## src/rtl/mem_arbiter_pkg.sv

```systemverilog
`default_nettype none
// ============================================================================
//  Module   : mem_arbiter_pkg
//  Purpose  : Shared types and constants for the IFU/LSU mmio arbiter:
//             state encodings, owner codes, widths and the IFU width-op.
//  Revision : 1.0  initial release
// ============================================================================
package mem_arbiter_pkg;

  localparam int c_addr_w = 64;
  localparam int c_data_w = 64;
  localparam int c_wop_w  = 4;

  // Width-op used for every instruction fetch (one-hot "word").
  localparam logic [c_wop_w-1:0] c_wop_word = 4'b0100;

  typedef enum logic [1:0] {
    ARB_IDLE   = 2'd0,
    ARB_ACCESS = 2'd1,
    ARB_RESP   = 2'd2
  } arb_state_e;

  typedef enum logic {
    OWN_IFU = 1'b0,
    OWN_LSU = 1'b1
  } arb_owner_e;

  // The requester that is not o; used for round-robin tie breaking.
  function automatic arb_owner_e other_owner(input arb_owner_e o);
    return (o == OWN_IFU) ? OWN_LSU : OWN_IFU;
  endfunction

endpackage
`default_nettype wire

```

## src/rtl/mem_arbiter_if.sv

```systemverilog
`default_nettype none
// ============================================================================
//  Module   : mem_arbiter_if
//  Purpose  : Bundles the IFU request/response, LSU request/response and
//             mmio strobe/data signals seen by the arbiter.
//  Revision : 1.0  initial release
// ============================================================================
interface mem_arbiter_if
  import mem_arbiter_pkg::*;
#(
  parameter int ADDR_W = c_addr_w,
  parameter int DATA_W = c_data_w,
  parameter int WOP_W  = c_wop_w
);
  // IFU side
  logic              ifu_valid;
  logic              ifu_ready;
  logic [ADDR_W-1:0] ifu_addr;
  logic              ifu_rvalid;
  logic              ifu_rready;
  logic [DATA_W-1:0] ifu_rdata;
  // LSU side
  logic              lsu_valid;
  logic              lsu_ready;
  logic [ADDR_W-1:0] lsu_addr;
  logic              lsu_wen;
  logic [DATA_W-1:0] lsu_wdata;
  logic [WOP_W-1:0]  lsu_wop;
  logic              lsu_rvalid;
  logic              lsu_rready;
  logic [DATA_W-1:0] lsu_rdata;
  // mmio side
  logic [ADDR_W-1:0] mem_raddr;
  logic [ADDR_W-1:0] mem_waddr;
  logic [DATA_W-1:0] mem_wdata;
  logic              mem_ren;
  logic              mem_wen;
  logic [WOP_W-1:0]  wdt_op;
  logic [DATA_W-1:0] mem_rdata;

  // Arbiter view
  modport slave (
    input  ifu_valid, ifu_addr, ifu_rready,
    input  lsu_valid, lsu_addr, lsu_wen, lsu_wdata, lsu_wop, lsu_rready,
    input  mem_rdata,
    output ifu_ready, ifu_rvalid, ifu_rdata,
    output lsu_ready, lsu_rvalid, lsu_rdata,
    output mem_raddr, mem_waddr, mem_wdata, mem_ren, mem_wen, wdt_op
  );

  // Environment view (core pipeline + mmio)
  modport master (
    output ifu_valid, ifu_addr, ifu_rready,
    output lsu_valid, lsu_addr, lsu_wen, lsu_wdata, lsu_wop, lsu_rready,
    output mem_rdata,
    input  ifu_ready, ifu_rvalid, ifu_rdata,
    input  lsu_ready, lsu_rvalid, lsu_rdata,
    input  mem_raddr, mem_waddr, mem_wdata, mem_ren, mem_wen, wdt_op
  );
endinterface
`default_nettype wire

```

## src/rtl/mem_arbiter_rr_arb2.sv

```systemverilog
`default_nettype none
// ============================================================================
//  Module   : rr_arb2
//  Purpose  : Combinational 2-way round-robin grant. A lone requester wins;
//             on contention the requester that was not granted last wins.
//  Revision : 1.0  initial release
// ============================================================================
module rr_arb2
  import mem_arbiter_pkg::*;
(
  input  logic       i_req0,   // IFU
  input  logic       i_req1,   // LSU
  input  arb_owner_e i_last,
  output logic       o_gnt0,
  output logic       o_gnt1
);

  // Grant decision: single requester wins, ties go to the non-last owner
  always_comb begin
    o_gnt0 = 1'b0;
    o_gnt1 = 1'b0;
    if (i_req0 && i_req1) begin
      if (other_owner(i_last) == OWN_IFU) o_gnt0 = 1'b1;
      else                                o_gnt1 = 1'b1;
    end else if (i_req0) begin
      o_gnt0 = 1'b1;
    end else if (i_req1) begin
      o_gnt1 = 1'b1;
    end
  end

endmodule
`default_nettype wire

```

## src/rtl/mem_arbiter.sv

```systemverilog
`default_nettype none
// ============================================================================
//  Module   : mem_arbiter
//  Purpose  : Shares the single mmio port between IFU (read-only) and LSU
//             (read/write). One accepted request -> exactly one one-cycle
//             mmio strobe -> one registered response held until taken.
//  Revision : 1.0  initial release
// ============================================================================
module mem_arbiter
  import mem_arbiter_pkg::*;
#(
  parameter int ADDR_W = c_addr_w,
  parameter int DATA_W = c_data_w,
  parameter int WOP_W  = c_wop_w
)(
  input  logic          clk,
  input  logic          rst,
  mem_arbiter_if.slave  bus
);

  arb_state_e        r_state;
  arb_owner_e        r_last;
  arb_owner_e        r_owner;
  logic [ADDR_W-1:0] r_addr;
  logic              r_wen;
  logic [DATA_W-1:0] r_wdata;
  logic [WOP_W-1:0]  r_wop;
  logic              r_mem_ren;
  logic              r_mem_wen;
  logic [DATA_W-1:0] r_rdata;
  logic              r_ifu_rvalid;
  logic              r_lsu_rvalid;

  logic              w_gnt_ifu;
  logic              w_gnt_lsu;
  logic              w_idle;
  logic              w_ifu_hs;
  logic              w_lsu_hs;
  logic              w_resp_taken;

  rr_arb2 u_rr_arb2 (
    .i_req0 (bus.ifu_valid),
    .i_req1 (bus.lsu_valid),
    .i_last (r_last),
    .o_gnt0 (w_gnt_ifu),
    .o_gnt1 (w_gnt_lsu)
  );

  // Readies are offered only while idle and only to the arbitration winner;
  // reset is folded in so nothing is accepted while it is asserted.
  assign w_idle        = (r_state == ARB_IDLE) && !rst;
  assign w_ifu_hs      = w_idle && w_gnt_ifu;
  assign w_lsu_hs      = w_idle && w_gnt_lsu;
  assign w_resp_taken  = (r_owner == OWN_IFU) ? bus.ifu_rready : bus.lsu_rready;

  assign bus.ifu_ready  = w_ifu_hs;
  assign bus.lsu_ready  = w_lsu_hs;
  assign bus.ifu_rvalid = r_ifu_rvalid;
  assign bus.lsu_rvalid = r_lsu_rvalid;
  assign bus.ifu_rdata  = r_rdata;
  assign bus.lsu_rdata  = r_rdata;
  assign bus.mem_raddr  = r_addr;
  assign bus.mem_waddr  = r_addr;
  assign bus.mem_wdata  = r_wdata;
  assign bus.mem_ren    = r_mem_ren;
  assign bus.mem_wen    = r_mem_wen;
  assign bus.wdt_op     = r_wop;

  // Arbitration FSM with request latches, single-cycle strobes and response regs
  always_ff @(posedge clk or posedge rst) begin
    if (rst) begin
      r_state      <= ARB_IDLE;
      r_last       <= OWN_IFU;
      r_owner      <= OWN_IFU;
      r_addr       <= '0;
      r_wen        <= 1'b0;
      r_wdata      <= '0;
      r_wop        <= '0;
      r_mem_ren    <= 1'b0;
      r_mem_wen    <= 1'b0;
      r_rdata      <= '0;
      r_ifu_rvalid <= 1'b0;
      r_lsu_rvalid <= 1'b0;
    end else begin
      case (r_state)
        ARB_IDLE: begin
          if (w_lsu_hs) begin
            r_addr    <= bus.lsu_addr;
            r_wen     <= bus.lsu_wen;
            r_wdata   <= bus.lsu_wdata;
            r_wop     <= bus.lsu_wop;
            r_owner   <= OWN_LSU;
            r_last    <= OWN_LSU;
            r_mem_ren <= !bus.lsu_wen;
            r_mem_wen <= bus.lsu_wen;
            r_state   <= ARB_ACCESS;
          end else if (w_ifu_hs) begin
            // Fetches are word reads; write data register keeps its last value
            r_addr    <= bus.ifu_addr;
            r_wen     <= 1'b0;
            r_wop     <= c_wop_word;
            r_owner   <= OWN_IFU;
            r_last    <= OWN_IFU;
            r_mem_ren <= 1'b1;
            r_mem_wen <= 1'b0;
            r_state   <= ARB_ACCESS;
          end
        end
        ARB_ACCESS: begin
          // mmio read data is only valid during the strobe cycle; capture it now
          r_mem_ren    <= 1'b0;
          r_mem_wen    <= 1'b0;
          r_rdata      <= r_wen ? '0 : bus.mem_rdata;
          r_ifu_rvalid <= (r_owner == OWN_IFU);
          r_lsu_rvalid <= (r_owner == OWN_LSU);
          r_state      <= ARB_RESP;
        end
        ARB_RESP: begin
          if (w_resp_taken) begin
            r_ifu_rvalid <= 1'b0;
            r_lsu_rvalid <= 1'b0;
            r_state      <= ARB_IDLE;
          end
        end
        default: begin
          r_mem_ren    <= 1'b0;
          r_mem_wen    <= 1'b0;
          r_ifu_rvalid <= 1'b0;
          r_lsu_rvalid <= 1'b0;
          r_state      <= ARB_IDLE;
        end
      endcase
    end
  end

endmodule
`default_nettype wire
```

## src/flat_wrapper.sv

```systemverilog
// flat-port wrapper written by rule: the top's interface ports become plain ports
module mem_arbiter_flat import mem_arbiter_pkg::*;
#(
  parameter int ADDR_W = c_addr_w,
  parameter int DATA_W = c_data_w,
  parameter int WOP_W  = c_wop_w
)
  (clk, rst, bus_ifu_valid, bus_ifu_addr, bus_ifu_rready, bus_lsu_valid, bus_lsu_addr, bus_lsu_wen, bus_lsu_wdata, bus_lsu_wop, bus_lsu_rready, bus_mem_rdata, bus_ifu_ready, bus_ifu_rvalid, bus_ifu_rdata, bus_lsu_ready, bus_lsu_rvalid, bus_lsu_rdata, bus_mem_raddr, bus_mem_waddr, bus_mem_wdata, bus_mem_ren, bus_mem_wen, bus_wdt_op);
  mem_arbiter_if #(.ADDR_W(ADDR_W), .DATA_W(DATA_W), .WOP_W(WOP_W)) bus_i ();
  input  logic clk;
  input  logic rst;
  input wire logic [$bits(bus_i.ifu_valid)-1:0] bus_ifu_valid;
  input wire logic [$bits(bus_i.ifu_addr)-1:0] bus_ifu_addr;
  input wire logic [$bits(bus_i.ifu_rready)-1:0] bus_ifu_rready;
  input wire logic [$bits(bus_i.lsu_valid)-1:0] bus_lsu_valid;
  input wire logic [$bits(bus_i.lsu_addr)-1:0] bus_lsu_addr;
  input wire logic [$bits(bus_i.lsu_wen)-1:0] bus_lsu_wen;
  input wire logic [$bits(bus_i.lsu_wdata)-1:0] bus_lsu_wdata;
  input wire logic [$bits(bus_i.lsu_wop)-1:0] bus_lsu_wop;
  input wire logic [$bits(bus_i.lsu_rready)-1:0] bus_lsu_rready;
  input wire logic [$bits(bus_i.mem_rdata)-1:0] bus_mem_rdata;
  output wire logic [$bits(bus_i.ifu_ready)-1:0] bus_ifu_ready;
  output wire logic [$bits(bus_i.ifu_rvalid)-1:0] bus_ifu_rvalid;
  output wire logic [$bits(bus_i.ifu_rdata)-1:0] bus_ifu_rdata;
  output wire logic [$bits(bus_i.lsu_ready)-1:0] bus_lsu_ready;
  output wire logic [$bits(bus_i.lsu_rvalid)-1:0] bus_lsu_rvalid;
  output wire logic [$bits(bus_i.lsu_rdata)-1:0] bus_lsu_rdata;
  output wire logic [$bits(bus_i.mem_raddr)-1:0] bus_mem_raddr;
  output wire logic [$bits(bus_i.mem_waddr)-1:0] bus_mem_waddr;
  output wire logic [$bits(bus_i.mem_wdata)-1:0] bus_mem_wdata;
  output wire logic [$bits(bus_i.mem_ren)-1:0] bus_mem_ren;
  output wire logic [$bits(bus_i.mem_wen)-1:0] bus_mem_wen;
  output wire logic [$bits(bus_i.wdt_op)-1:0] bus_wdt_op;
  assign bus_i.ifu_valid = bus_ifu_valid;
  assign bus_i.ifu_addr = bus_ifu_addr;
  assign bus_i.ifu_rready = bus_ifu_rready;
  assign bus_i.lsu_valid = bus_lsu_valid;
  assign bus_i.lsu_addr = bus_lsu_addr;
  assign bus_i.lsu_wen = bus_lsu_wen;
  assign bus_i.lsu_wdata = bus_lsu_wdata;
  assign bus_i.lsu_wop = bus_lsu_wop;
  assign bus_i.lsu_rready = bus_lsu_rready;
  assign bus_i.mem_rdata = bus_mem_rdata;
  assign bus_ifu_ready = bus_i.ifu_ready;
  assign bus_ifu_rvalid = bus_i.ifu_rvalid;
  assign bus_ifu_rdata = bus_i.ifu_rdata;
  assign bus_lsu_ready = bus_i.lsu_ready;
  assign bus_lsu_rvalid = bus_i.lsu_rvalid;
  assign bus_lsu_rdata = bus_i.lsu_rdata;
  assign bus_mem_raddr = bus_i.mem_raddr;
  assign bus_mem_waddr = bus_i.mem_waddr;
  assign bus_mem_wdata = bus_i.mem_wdata;
  assign bus_mem_ren = bus_i.mem_ren;
  assign bus_mem_wen = bus_i.mem_wen;
  assign bus_wdt_op = bus_i.wdt_op;
  mem_arbiter #(.ADDR_W(ADDR_W), .DATA_W(DATA_W), .WOP_W(WOP_W)) u_core (.clk(clk), .rst(rst), .bus(bus_i));
endmodule
```

## config.mk

```make
export PLATFORM = sky130hd
export DESIGN_NAME = mem_arbiter_flat
export DESIGN_NICKNAME = d
export VERILOG_FILES = /design/src/rtl/mem_arbiter_pkg.sv /design/src/rtl/mem_arbiter_if.sv /design/src/rtl/mem_arbiter_rr_arb2.sv /design/src/rtl/mem_arbiter.sv /design/src/flat_wrapper.sv
export SDC_FILE = /design/constraint.sdc
export NUM_CORES = 1
export LEC_CHECK = 0
export BUFFER_PORTS_ARGS = -buffer_cell sky130_fd_sc_hd__buf_2
export CORE_AREA = 3 3 230 232
export CTS_CLUSTER_DIAMETER = 200
export CTS_CLUSTER_SIZE = 8
export DETAILED_ROUTE_END_ITERATION = 8
export DIE_AREA = 0 0 233 235
export GPL_TIMING_DRIVEN = 0
export PLACE_DENSITY_LB_ADDON = 0.1
export SYNTH_ARGS = -nofsm -noshare
export SYNTH_HDL_FRONTEND = slang
export SYNTH_SLANG_ARGS = --single-unit
```

## constraint.sdc

```tcl
create_clock -name clk -period 7.11 [get_ports clk]
set_clock_uncertainty 0.15 [all_clocks]
set_input_delay 0.3555 -clock clk [delete_from_list [all_inputs] [get_ports clk]]
set_output_delay 0.3555 -clock clk [all_outputs]
set_load 0.02 [all_outputs]
```

# --- Word-level counts from Yosys, hierarchy flattened ---
# Cells that the tools add are included.
totals:
  reg_bits: 204
  n_memories: 0
  ram_bits: 0
  latch_bits: 0
  romBits: 0
  output_inout_bits: 330
  wordCells: 58
  in_bits: 267
classes:
  n_reduce_logical: 13
  n_shift: 0
  n_mux: 27
  bitwise: 3
  n_addsub: 0
  mul: 0
  n_eq_ne: 4
  div: 0
  n_lt_le_gt_ge: 0
ops:
  columns: ["op", "n"]
  rows:
  - ["64-bit 2-to-1 mux", 3]
  - ["1-bit 2-to-1 mux", 14]
  - ["2-bit AND reduction", 5]
  - ["4-bit 2-to-1 mux", 2]
  - ["2-bit 2-to-1 mux", 3]
  - ["1-bit case mux with 3 select lines", 2]
  - ["2-bit case mux with 3 select lines", 1]
  - ["1-bit logical AND", 4]
  - ["1-bit case mux with 2 select lines", 2]
  - ["3-bit != test, second input constant", 1]
  - ["1-bit NOT", 3]
  - ["2-bit by 1-bit == test with 1-bit output, second input constant", 1]
  - ["2-bit == test, second input constant", 1]
  - ["1-bit logical NOT", 2]
  - ["2-bit logical NOT", 1]
  - ["2-bit by 1-bit != test with 1-bit output, second input constant", 1]
  - ["2-bit nonzero test", 1]

# --- Depth between registers and ports, before layout ---
logic_depth:
  depth_word: 6
  ltp_mapped: 6

# --- Hierarchy ---
# A second synthesis with hierarchy kept.
unflattened:
  hier_cells: 805
  hier_area_um2: 9201.3
by_module_without_submodules:
  columns: ["module", "n_inst", "cells_per_inst", "area_per_inst_um2"]
  rows:
  - ["mem_arbiter", 1, 802, 9182.6]
  - ["rr_arb2", 1, 3, 18.8]

# --- Least setup slack after synthesis ---
# Ideal clock, no wire load.
synth_timing:
  path_kind: "reg-to-output"
  start: "reg u_core.r_state[0]"
  end: "out bus_ifu_ready"
  t_arrival_ps: 1678
  slack_ps: 4926
  n_path_buf: 2
  path_stages_with_launch: 5
  cell_sequence: "dfrtp_1 -> or3_4 -> buf_6 -> buf_6 -> a211oi_1"
synth_via:
  elab_chain_len: 3
synth_lines:
  columns: ["element", "line", "source"]
  rows:
  - ["start, declared", "mem_arbiter.sv:21", "arb_state_e r_state;"]
  - ["start signal, assigned", "mem_arbiter.sv:72", "r_state <= ARB_IDLE;"]
  - ["start signal, assigned", "mem_arbiter.sv:96", "r_state <= ARB_ACCESS;"]
  - ["start signal, assigned", "mem_arbiter.sv:106", "r_state <= ARB_ACCESS;"]
  - ["2-bit logical NOT", "mem_arbiter.sv:51", "assign w_idle = (r_state == ARB_IDLE) && !rst;"]
  - ["1-bit logical AND", "mem_arbiter.sv:51", null]
  - ["1-bit logical AND", "mem_arbiter.sv:52", "assign w_ifu_hs = w_idle && w_gnt_ifu;"]
  - ["end, declared", "flat_wrapper.sv:22", "output wire logic [$bits(bus_i.ifu_ready)-1:0] bus_ifu_ready;"]
# Every way passes these cells.

# --- Final worst setup path ---
layout_timing:
  start: "reg u_core.r_last"
  end: "out bus_lsu_ready"
layout_via:
  elab_chain_len: 3
layout_lines:
  columns: ["element", "line", "source"]
  rows:
  - ["start, declared", "mem_arbiter.sv:22", "arb_owner_e r_last;"]
  - ["start signal, assigned", "mem_arbiter.sv:73", "r_last <= OWN_IFU;"]
  - ["start signal, assigned", "mem_arbiter.sv:93", "r_last <= OWN_LSU;"]
  - ["start signal, assigned", "mem_arbiter.sv:103", "r_last <= OWN_IFU;"]
  - ["1-bit 2-to-1 mux", "mem_arbiter_rr_arb2.sv:23", "if (other_owner(i_last) == OWN_IFU) o_gnt0 = 1'b1;"]
  - ["1-bit 2-to-1 mux", "mem_arbiter_rr_arb2.sv:22", "if (i_req0 && i_req1) begin"]
  - ["1-bit logical AND", "mem_arbiter.sv:53", "assign w_lsu_hs = w_idle && w_gnt_lsu;"]
  - ["end, declared", "flat_wrapper.sv:25", "output wire logic [$bits(bus_i.lsu_ready)-1:0] bus_lsu_ready;"]
# Every way passes these cells.

==> summary.md <==
| Metric | Value |
|---|---|
| Slew headroom | 0.483 |
| FF+latch count, synth | 204 |
| Pwr per Cell Area | 448 mW/mm^2 |
| Sequential-to-total area share from yosys stat | 0.524 |
| Cell taking the most area after synthesis | dfrtp_1 |
| Maximum vdd ir drop | 0.178 mV |
| Detail Route Antenna Nets | 0 |
| First-pass DRT Iterations | 5 |
| End of the worst hold path | u_core.bus.lsu_rvalid$_DFFE_PP0P_ |
| Die Width | 233 microns |
| Post-Syn Area per Cell | about 10 sq um |
| Crit path kind | reg -> out |
| Routed met2 length | 22.8 mm |
| Leading post-synthesis cells by cell area | dfrtp_1 52%, buf_4 11%, mux2_2 6.5% |
| Arrival time worst endpoint | 2.35 ns |
| DR WL/cell | 18.0 microns |
| DRC | 0 |
| Vias in the first global route | 11200 |
| Post-synth EDFFs | 0 |
| Most frequent cell after synthesis | dfrtp_1 |
| Crit-path cells | a21boi_1 -> nand2_1 -> inv_2 -> buf_4 -> buf_2 |
| Initial core utilization | 0.190 |
| Resize count post-CTS | 0 |
| Crit path max-delay family | buffers and inverters |
| Cells after DPL | 2230 |
| Post-Layout Cell Count | approximately 2500 |
| Cells after synthesis | 953 |
| Fin. max-slew vios | 0 |
| R2R Path End | u_core.bus.mem_raddr[10]$_DFFE_PP0P_ |
| Sw Share | 0.438 |
| Setup bufs post-CTS | 0 |
| Switch Pwr | 0.00333 W |
| Slew at the pin closest to its max-slew limit | 0.776 ns |
| Maximum fanout along the worst path | 10 |
| Vias per inst | 4.13 |
| Top Ports | 597 |
| FF-to-FF Start | u_core.r_state[0]$_DFFE_PP0P_ |
| Clk root buf | clkbuf_16 |
| Hold Path Class | in -> reg |
| Synth Area in Adders | 0 |
| Top sig layer | met5 |
| Async SR Flop Fraction | 1.00 |
| Comb power frac | 0.545 |
| Largest net degree at the start of global routing | 112 |
| Sequential power share | 0.289 |
| Die Footprint | roughly 0.055 sq mm |
| CP startpoint kind | flop |
| Final number of setup-violating endpoints | 0 |
| Setup slack at placement | approximately 4.6 ns |
| Synth Flop Type | dfrtp_1 |
| Syn Std Cell Area | 0.00974 sq mm |
| TritonCTS Buffers | 29 |
| H-tree depth | 1 |
| Fmax | roughly 350 MHz |
| Largest family of logic cells by synthesized area | compound AO/OA/AOI/OAI gates |
| R2r setup slk | about 4.5 ns |
| Layout area overhead | 74.6% |
| Crit end category | output port |
| Multiplexer area fraction after synthesis | 0.0760 |
| Setup TNS | 0 ns |
| Setup ws final | 4.25 ns |
| Synth Area in Compound Gates | 0.154 |
| Max Cap Viol | 0 |
| Max stage delay cell, worst path | dfrtp_1 |
| Required @ worst endpoint | 6.60 ns |
| Synth unique cells | 32 |
| HPWL Detailed | 34.3 mm |
| Final net count | about 2100 |
| Clk_lat worst skew | around 0.54 ns |
| WL final | 45.5 mm |
| Hold_buf cts | 263 |
| P_int | approximately 0.0043 W |
| Total grt overflow | 0 |
| First-pass GRT wire length | between 60 and 70 mm |
| Min-delay src | bus_ifu_rready |
| M1 WL | 18.8 mm |
| Crit path buf inv count | 3 |
| Hold-critical path depth | 4 |
| Pleak | 8.19 nW |
| Met3 WL | 2.63 mm |
| Clock tree sinks | 204 |
| Yosys warns | 0 |
| Clk slew on worst S/H paths | about 0.06 ns |
| Layout cells sized above 1 | 0.469 |
| Initial DRC Count | 423 |
| RSZ-0062 raised after global routing | false |
| Hold Vio Cnt, Final | 0 |
| Via Count | 10400 |
| Slowest stage delay, CP | ~0.44 ns |
| Part of the cycle the worst path needs | 0.402 |
| Crit path time final | ~2.9 ns |
| Final core occ | 0.332 |
| Total GRT Usage | 0.161 |
| Synth Area in XOR/XNOR | 0 |
| TritonCTS clock tree | built |
| # port buffers | 596 |
| Post-synthesis net count | about 1200 |
| Synth Area in Simple Gates | 0.105 |
| CTS Buffer Depth | 3 |
| GPL Wtd Cong | 0.782 |
| Clock share of power | 0.166 |
| Chip height | 235 microns |
| Core Rows | 83 |
| Antenna violations before repair | 8 |
| Worst r2r path cells | 7 |
| Most common library cells after synthesis | 204 x dfrtp_1, 137 x buf_4, 121 x o21ai_0, 65 x nand2_1, 65 x nand2b_1 |
| Outcome | finished, final reports clean |
| Core ar. | 0.0512 sq mm |
| Synth top area share | 0.524 |
-- sequential cells by signal (all words and copies together), names as in the netlist --
register / flops
u_core.bus.ifu_rdata: 64
u_core.bus.mem_raddr: 64
u_core.bus.mem_wdata: 64
u_core.bus.wdt_op: 4
u_core.r_state: 2
u_core.bus.ifu_rvalid: 1
u_core.bus.lsu_rvalid: 1
u_core.bus.mem_ren: 1
u_core.bus.mem_wen: 1
u_core.r_last: 1
u_core.r_wen: 1
-- power by group through the flow --
| stage | registers, W | clock network (W) | logic [W] |
|---|---|---|---|
| floorplan | 0.00275 | 0 | 0.00181 |
| global placement | 0.00222 | 0 | 0.00384 |
| detailed placement | 0.00222 | 0 | 0.00384 |
| CTS | 0.00222 | 0.00132 | 0.00419 |
| global route | 0.00229 | 0.00136 | 0.00447 |
| finish | 0.00220 | 0.00126 | 0.00415 |
-- routing by layer --
layer / vias to the layer above / global-route usage
li1: 4957 / -
met1: 5024 / 0.199
met2: 384 / 0.283
met3: 76 / 0.0289
met4: 4 / 0.0483
met5: - / 0
-- worst register-to-register path: stages (launching register included) --
cell and delay [ns]:
dfrtp_1 0.47, nor3_4 0.27, nand2_2 0.26, inv_2 0.20
buf_4 0.22, buf_2 0.26, a31oi_1 0.12, dlygate4sd3_1 0.56
-- cell families after synthesis --
| logic type | Yosys count |
|---|---|
| compound gates | 272 |
| buf+inv | 211 |
| flops | 204 |
| simple gates | 200 |
| mux | 66 |
-- layout make-up --
class / instances / area, sq um
Fill cell: 5405 / 34200
Timing Repair Buffer: 860 / 5640
Sequential cell: 204 / 5100
Multi-Input combinational cell: 538 / 3260
Buffer: 205 / 1360
Tap cell: 680 / 851
Clock buffer: 29 / 726
Clock inverter: 1 / 30.0
Inverter: 6 / 30.0
Antenna cell: 6 / 15.0
-- metrics by stage --
step	hold WS (ns)	power (W)	instance area, sq um
final	0.105	0.00762	17000
after global routing	0.128	0.00812	17000
after CTS	0.0590	0.00773	17000
after detailed placement	0.324	0.00606	13600
after global placement	0.316	0.00606	13600
after floorplan	0.339	0.00456	9740
-- worst max-delay path by stage --
stage          depth (start not counted)                             endpoint                       from
2_1_floorplan                          1  u_core.bus.ifu_rdata[0]$_DFFE_PP0N_                        rst
3_3_place_gp                           2  u_core.bus.mem_wdata[8]$_DFFE_PP0P_                        rst
3_5_place_dp                           6                        bus_lsu_ready              bus_lsu_valid
4_1_cts                                5                        bus_lsu_ready  u_core.r_last$_DFFE_PP0P_
5_1_grt                                5                        bus_lsu_ready  u_core.r_last$_DFFE_PP0P_
6_report                               5                        bus_lsu_ready  u_core.r_last$_DFFE_PP0P_
-- cell usage in the layout (no fill, tap or decap), types with 2 or more instances in the layout --
master         count
o21ai_1            8
dlygate4sd3_1    263
nand2b_1          65
o2bb2ai_1          2
a22o_1             4
buf_6              5
buf_2            626
o21ai_0          121
nand3_1           64
buf_1              2
diode_2            6
mux2_2            56
a21oi_1           64
nand2_1           65
mux2_1             8
clkbuf_16         29
inv_2              2
a21bo_2            2
buf_4            137
a211oi_1           3
clkbuf_1          31
mux2i_1            2
a31oi_1           64
inv_1              3
dfrtp_1          204
No activity file was read; power rests on OpenSTA's default activity.
